--- config.mk ---
export PLATFORM = sky130hd
export DESIGN_NAME = id_ex_latch
export DESIGN_NICKNAME = d
export VERILOG_FILES = /design/src/rtl/id_ex_latch.sv
export SDC_FILE = /design/constraint.sdc
export NUM_CORES = 1
export LEC_CHECK = 0
export CELL_PAD_IN_SITES_DETAIL_PLACEMENT = 1
export CELL_PAD_IN_SITES_GLOBAL_PLACEMENT = 2
export CORE_MARGIN = 4
export CORE_UTILIZATION = 38
export CTS_BUF_LIST = sky130_fd_sc_hd__clkbuf_2
export CTS_CLUSTER_SIZE = 8
export DETAILED_ROUTE_END_ITERATION = 8
export DONT_BUFFER_PORTS = 1
export PLACE_DENSITY_LB_ADDON = 0.1
export RECOVER_POWER = 25
export SKIP_CTS_REPAIR_TIMING = 1
export SYNTH_ARGS = -nofsm -noshare
export SYNTH_HDL_FRONTEND = slang
export SYNTH_SLANG_ARGS = --single-unit
--- constraint.sdc ---
create_clock -name clk -period 2 [get_ports clk]
set_input_delay 0.4 -clock clk [delete_from_list [all_inputs] [get_ports clk]]
set_output_delay 0.4 -clock clk [all_outputs]
set_load 0.01 [all_outputs]
--- src/rtl/id_ex_latch.sv ---
// ID/EX pipeline register with load-use hazard detection and a saturating bubble counter.
// One action per edge, chosen in priority order: flush, then stall (bubble), then load.
module id_ex_latch #(
  parameter int CNT_W = 16
) (
  input  logic             clk,
  input  logic             rst_n,
  input  logic             flush,
  input  logic             in_valid,
  input  logic [31:0]      in_A,
  input  logic [31:0]      in_B,
  input  logic [31:0]      in_imm,
  input  logic [4:0]       in_rs,
  input  logic [4:0]       in_rt,
  input  logic [4:0]       in_rd,
  input  logic [1:0]       in_wb,
  input  logic [2:0]       in_m,
  input  logic [3:0]       in_ex,
  output logic [31:0]      out_A,
  output logic [31:0]      out_B,
  output logic [31:0]      out_imm,
  output logic [4:0]       out_rs,
  output logic [4:0]       out_rt,
  output logic [4:0]       out_rd,
  output logic [1:0]       out_wb,
  output logic [2:0]       out_m,
  output logic [3:0]       out_ex,
  output logic             out_valid,
  output logic             stall,
  output logic [CNT_W-1:0] stall_count
);

  localparam logic [CNT_W-1:0] CNT_MAX = {CNT_W{1'b1}};

  logic ex_is_load;
  logic rt_nonzero;
  logic rt_match;
  logic bubble;

  // A hazard needs a real load in EX writing a non-zero register that the
  // valid decode instruction reads. After the bubble EX holds no load, so a
  // stall never lasts more than one cycle per hazard.
  assign ex_is_load = out_valid & out_m[1];
  assign rt_nonzero = (out_rt != 5'd0);
  assign rt_match   = (out_rt == in_rs) | (out_rt == in_rt);
  assign stall      = in_valid & ex_is_load & rt_nonzero & rt_match;
  assign bubble     = stall & ~flush;

  always_ff @(posedge clk or negedge rst_n) begin
    if (!rst_n) begin
      out_A     <= '0;
      out_B     <= '0;
      out_imm   <= '0;
      out_rs    <= '0;
      out_rt    <= '0;
      out_rd    <= '0;
      out_wb    <= '0;
      out_m     <= '0;
      out_ex    <= '0;
      out_valid <= 1'b0;
    end else if (flush || stall) begin
      // Squash or bubble: kill controls, keep data fields as they were.
      out_wb    <= '0;
      out_m     <= '0;
      out_ex    <= '0;
      out_valid <= 1'b0;
    end else begin
      out_A     <= in_A;
      out_B     <= in_B;
      out_imm   <= in_imm;
      out_rs    <= in_rs;
      out_rt    <= in_rt;
      out_rd    <= in_rd;
      out_valid <= in_valid;
      out_wb    <= in_valid ? in_wb : 2'b00;
      out_m     <= in_valid ? in_m  : 3'b000;
      out_ex    <= in_valid ? in_ex : 4'b0000;
    end
  end

  always_ff @(posedge clk or negedge rst_n) begin
    if (!rst_n) begin
      stall_count <= '0;
    end else if (bubble && (stall_count != CNT_MAX)) begin
      stall_count <= stall_count + 1'b1;
    end
  end

endmodule
Word-level counts from Yosys, hierarchy flattened:

Cells that the tools add are included.

* register bits after elaboration: 137
* word-level logic and storage cells: 32
* output and inout bits: 138
* input bits: 124

* multiplexer cells: 7
* reductions and logical operators: 3
* equal/unequal tests: 3
* add/subtract/negate cells: 1
* bitwise logic cells: 7

Operators by type and width (number)
* adder 16 x 1 -> 16 bit (second input constant): 1
* != test 16 bit (second input constant): 1
* == test 5 bit: 2
* 2-to-1 mux 4 bit: 2
* 2-to-1 mux 3 bit: 2
* AND 1 bit: 5
* nonzero test 5 bit: 1
* 2-to-1 mux 2 bit: 2
* logical AND 1 bit: 1
* logical OR 1 bit: 1
* 2-to-1 mux 1 bit: 1
* inverter 1 bit: 1
* bitwise OR 1 bit: 1

Logic depth before layout (Yosys ltp):

* depth in word-level cells: 6
* mapped depth: 7

Worst setup path after synthesis:

Ideal clock, no wire load.

* kind: register -> register
* from: reg out_rt[1]
* to: reg out_A[0]
* data arrival time: 2.076 ns
* clock period less this slack: 2.204 ns
* slack: -0.204 ns
* path buffers: 2
* cell stages (with the launch flop): 7
* path through: dfrtp_1 or4_1 o2111a_1 a21oi_4 buf_6 buf_8 mux2_1

* word-level cells in the longest chain between the ends: 4
* elaborated cells on any way between the ends: 7
* classes of those cells: 2 x eq/ne; 3 x bitwise; 2 x reduce/logical

Ends and longest elaborated chain
* start, declared: line 23 `output logic [4:0] out_rt,`
* start signal, assigned: line 72 `out_rt <= in_rt;`
* == test 5 bit / nonzero test 5 bit (equally long branches): line 45, 44
* bitwise OR 1 bit / AND 1 bit (equally long branches): line 45, 46
* AND 1 bit (*): line 46 `assign stall = in_valid & ex_is_load & rt_nonzero & rt_match;`
* logical OR 1 bit (*): line 61 `end else if (flush || stall) begin`
* end signal, assigned: line 68 `out_A <= in_A;`
* end, declared: line 19 `output logic [31:0] out_A,`

Mark *: on every way between the ends. The rest lies on a longest branch, timed or not.
A chain may end at the register's enable or synchronous reset.

Worst setup path in the final report:

* from: reg out_rt[1]
* to: out stall

* word-level cells in the longest chain between the ends: 3
* elaborated cells on any way between the ends: 6
* classes of those cells: 2 x eq/ne; 3 x bitwise; 1 x reduce/logical

Ends and longest elaborated chain
* == test 5 bit / nonzero test 5 bit (equally long branches): line 45, 44
* bitwise OR 1 bit / AND 1 bit (equally long branches): line 45, 46
* AND 1 bit (*): line 46
* end, declared: line 29 `output logic stall,`

Marks and branches as above.

==> results.md <==
- Seq/Total Area, Yosys: 62.8%
- Slew Limit Fails: 0
- Htree depth: 4
- Half-perimeter wire length after placement: 9750 um
- Switching Fraction: 26.4%
- Leak: 3.95 nW
- Hold Crit Class: input pin to async pin
- GR Overflow Total: 0
- Kind of end point of the critical path: output pin
- All-Layer GR Usage: 15.5%
- Status: finished, violations left
- Die W: 128 um
- I/O pin count: 262
- Setup Crit Path Kind: flip-flop to output pin
- Initial Util: 39.0%
- Layout cell share with drive strength beyond 1: 40.8%
- Crit share post-route: 132%
- Max cap viols: 0
- Failing checks: negative hold slack, negative setup slack
- Pwr Density: 751 nW/um^2
- Unrepaired setup endpoints after global routing: yes
- Cells after synthesis: 347
- Required time worst endpoint: 1600 ps
- Vias: 3733
- Reg-to-reg critical path startpoint: out_rt[1]$_DFFE_PN0N_
- Final Worst Setup Slack: -646 ps
- Final Hold Fails: 137
- WL per Instance: 24.6 um
- Die Ht: 128 um
- CP max FO: 3
- Clock-pin transition on the worst setup and hold timing paths: 190 ps
- Mapped Area: 5460 sq um
- Worst reg2reg endpoint: out_imm[27]$_DFFE_PN0N_
- Avg Synthesized Cell Area: 15.7 sq um
- Site row count: 43
- Int Power: 4.65 mW
- Worst-margin pin slew: 470 ps
- DIE AREA: 16300 sq um
- # port buffers: 0
- Final nets: 663
- Reg power frac: 52.7%
- R2r worst-path depth: 8
- Total power: 6.32 mW
- P_sw: 1.67 mW
- Worst vdd ir: 0.000404 V
- Setup TNS: -42290 ps
- Root Buffer: clkbuf_2
- Largest net degree at the start of global routing: 138
- Fmax: 378 MHz
- Floorplan core area: 14000 sq um
- Critical-path cell list: or4_4 -> o2111a_2 -> buf_4 -> and2_4
- Syn nets: 472
- Slew margin rel.: 68.7%
- Clock Latency Late Sink: 700 ps
- Cts bufs inserted: 17
- Startpoint types: flip-flop
- Slowest-stage cell, CP: or4_4
- Post-synthesis cell type count: 29
- Util after Layout: 60.2%
- CTS tree: done
- Routability cong.: 0.742
- Post-route ant nets: 0
- Drt pass-1 iters: 4
- Clock Sinks: 137
- CP arrival: 2250 ps
- Final min period: 2650 ps
- Worst reg2reg setup slack: -410 ps
- Seq cells post-synth: 137
- Initial DRC Count: 251
- Comb pwr share: 15.8%
- WL final: 18000 um
- Worst hold slack: -634 ps
- Vias/cell: 5.10
- DRC Markers: 0
- Number of global-route vias before repair: 3380
- Crit path largest cell delay: 530 ps
- Clock power frac: 31.5%
- Final setup vio count: 112
- Clock buffer depth: 2
- Synth warn: 0
- First-pass GRT wire length: 19200 um
- Max Clock Skew: 27.7 ps
- Initial antenna violation count: 1
- Layout area overhead: 54.1%
-- how the worst max path moves through the flow --
stage | startpoint | endpoint | slack [ps] | cells after the start
floorplan | out_rt[1]$_DFFE_PN0N_ | out_rt[1]$_DFFE_PN0N_ | -170 | 6
global placement | out_rt[1]$_DFFE_PN0N_ | out_A[14]$_DFFE_PN0N_ | -170 | 6
detailed placement | out_rt[1]$_DFFE_PN0N_ | out_imm[23]$_DFFE_PN0N_ | -200 | 6
CTS | out_rt[4]$_DFFE_PN0N_ | stall | -840 | 6
global route | out_rt[1]$_DFFE_PN0N_ | stall | -800 | 4
finish | out_rt[1]$_DFFE_PN0N_ | stall | -650 | 4
-- placed cells by master, fill, tap and decap left out, types with 8 or more instances in the layout --
cell type        n
mux2_4         111
buf_8            8
xnor2_1         15
dlygate4sd3_1  122
buf_4           35
clkbuf_16       12
and2_1           9
nand3_1          9
dfrtp_1        136
clkbuf_2        19
-- stage by stage --
stage          worst slack, ps  instances  area (sq um)
6_report                  -646        732          8410
4_1_cts                   -838        583          6190
3_5_place_dp              -202        551          5900
2_1_floorplan             -166        347          5470
5_1_grt                   -803        732          8410
3_3_place_gp              -165        551          5900
-- cell type report --
| cell class | count | area (sq um) |
|---|---|---|
| Sequential cell | 137 | 3430 |
| Fill cell | 1295 | 5570 |
| Antenna cell | 1 | 2.50 |
| Tap cell | 180 | 225 |
| Clock buffer | 19 | 95.1 |
| Multi-Input combinational cell | 196 | 2380 |
| Clock inverter | 13 | 200 |
| Timing Repair Buffer | 186 | 2080 |
-- worst max-delay path: cells and delay by family (launching register included) --
family	cells	cell delay, ps
AOI/OAI and AO/OA	1	290
buffers and inverters	1	140
DFF	1	440
and+or+nand+nor	2	670
-- power groups by stage --
| stage | clock, mW | sequential [mW] | combinational, mW |
|---|---|---|---|
| 3_5_place_dp | 0 | 3.35 | 0.406 |
| 6_report | 1.99 | 3.33 | 0.999 |
| 2_1_floorplan | 0 | 3.29 | 0.310 |
| 5_1_grt | 2.18 | 3.36 | 1.05 |
| 4_1_cts | 2.03 | 3.30 | 0.406 |
| 3_3_place_gp | 0 | 3.35 | 0.388 |
-- cells by family after synthesis --
logic type | count (synthesis) | synth area share (%)
flops | 137 | 62.8
mux | 112 | 23.1
simple gates | 53 | 5.87
xor+xnor | 25 | 4.01
buf+inv | 14 | 3.00
compound gates | 5 | 0.986
fa+ha+maj | 1 | 0.229
-- per-layer routing --
metal / vias up / track usage (%) / wire (um)
met3: 24 / 10.1 / 1810
met4: 0 / 4.56 / 344
met2: 186 / 26.2 / 9200
met1: 1903 / 15.8 / 6640
li1: 1620 / - / -
met5: - / 0 / 0
-- cell usage after synthesis --
cell | n | area (sq um)
mux2_1 | 90 | 1010
o2111a_1 | 1 | 11.3
buf_6 | 1 | 11.3
o22ai_2 | 1 | 12.5
nand3_1 | 11 | 55.1
o2111ai_1 | 1 | 8.76
nor3_1 | 2 | 10.0
clkbuf_1 | 2 | 7.51
nand4_1 | 6 | 37.5
xor2_1 | 3 | 26.3
nand2b_1 | 2 | 12.5
or4_1 | 1 | 7.51
a21oi_4 | 1 | 16.3
a21oi_1 | 1 | 5.00
nand2_1 | 5 | 18.8
ha_1 | 1 | 12.5
xnor2_1 | 22 | 193
buf_8 | 9 | 135
nand4b_1 | 2 | 17.5
nor4b_1 | 2 | 17.5
nor2_1 | 2 | 7.51
buf_2 | 2 | 10.0
nor4_1 | 2 | 12.5
dfrtp_1 | 137 | 3430
and2_1 | 11 | 68.8
and4_1 | 3 | 26.3
and3_1 | 3 | 18.8
nor4bb_1 | 1 | 10.0
mux2_2 | 22 | 248
-- state kept, by name, summed over array words and instances, names as in the netlist --
signal	cells
out_rd	5
out_wb	2
out_rs	5
out_valid	1
stall_count	16
out_rt	5
out_imm	32
out_B	32
out_m	3
out_A	32
out_ex	4
Note: power is estimated with default switching activity, not from simulation.
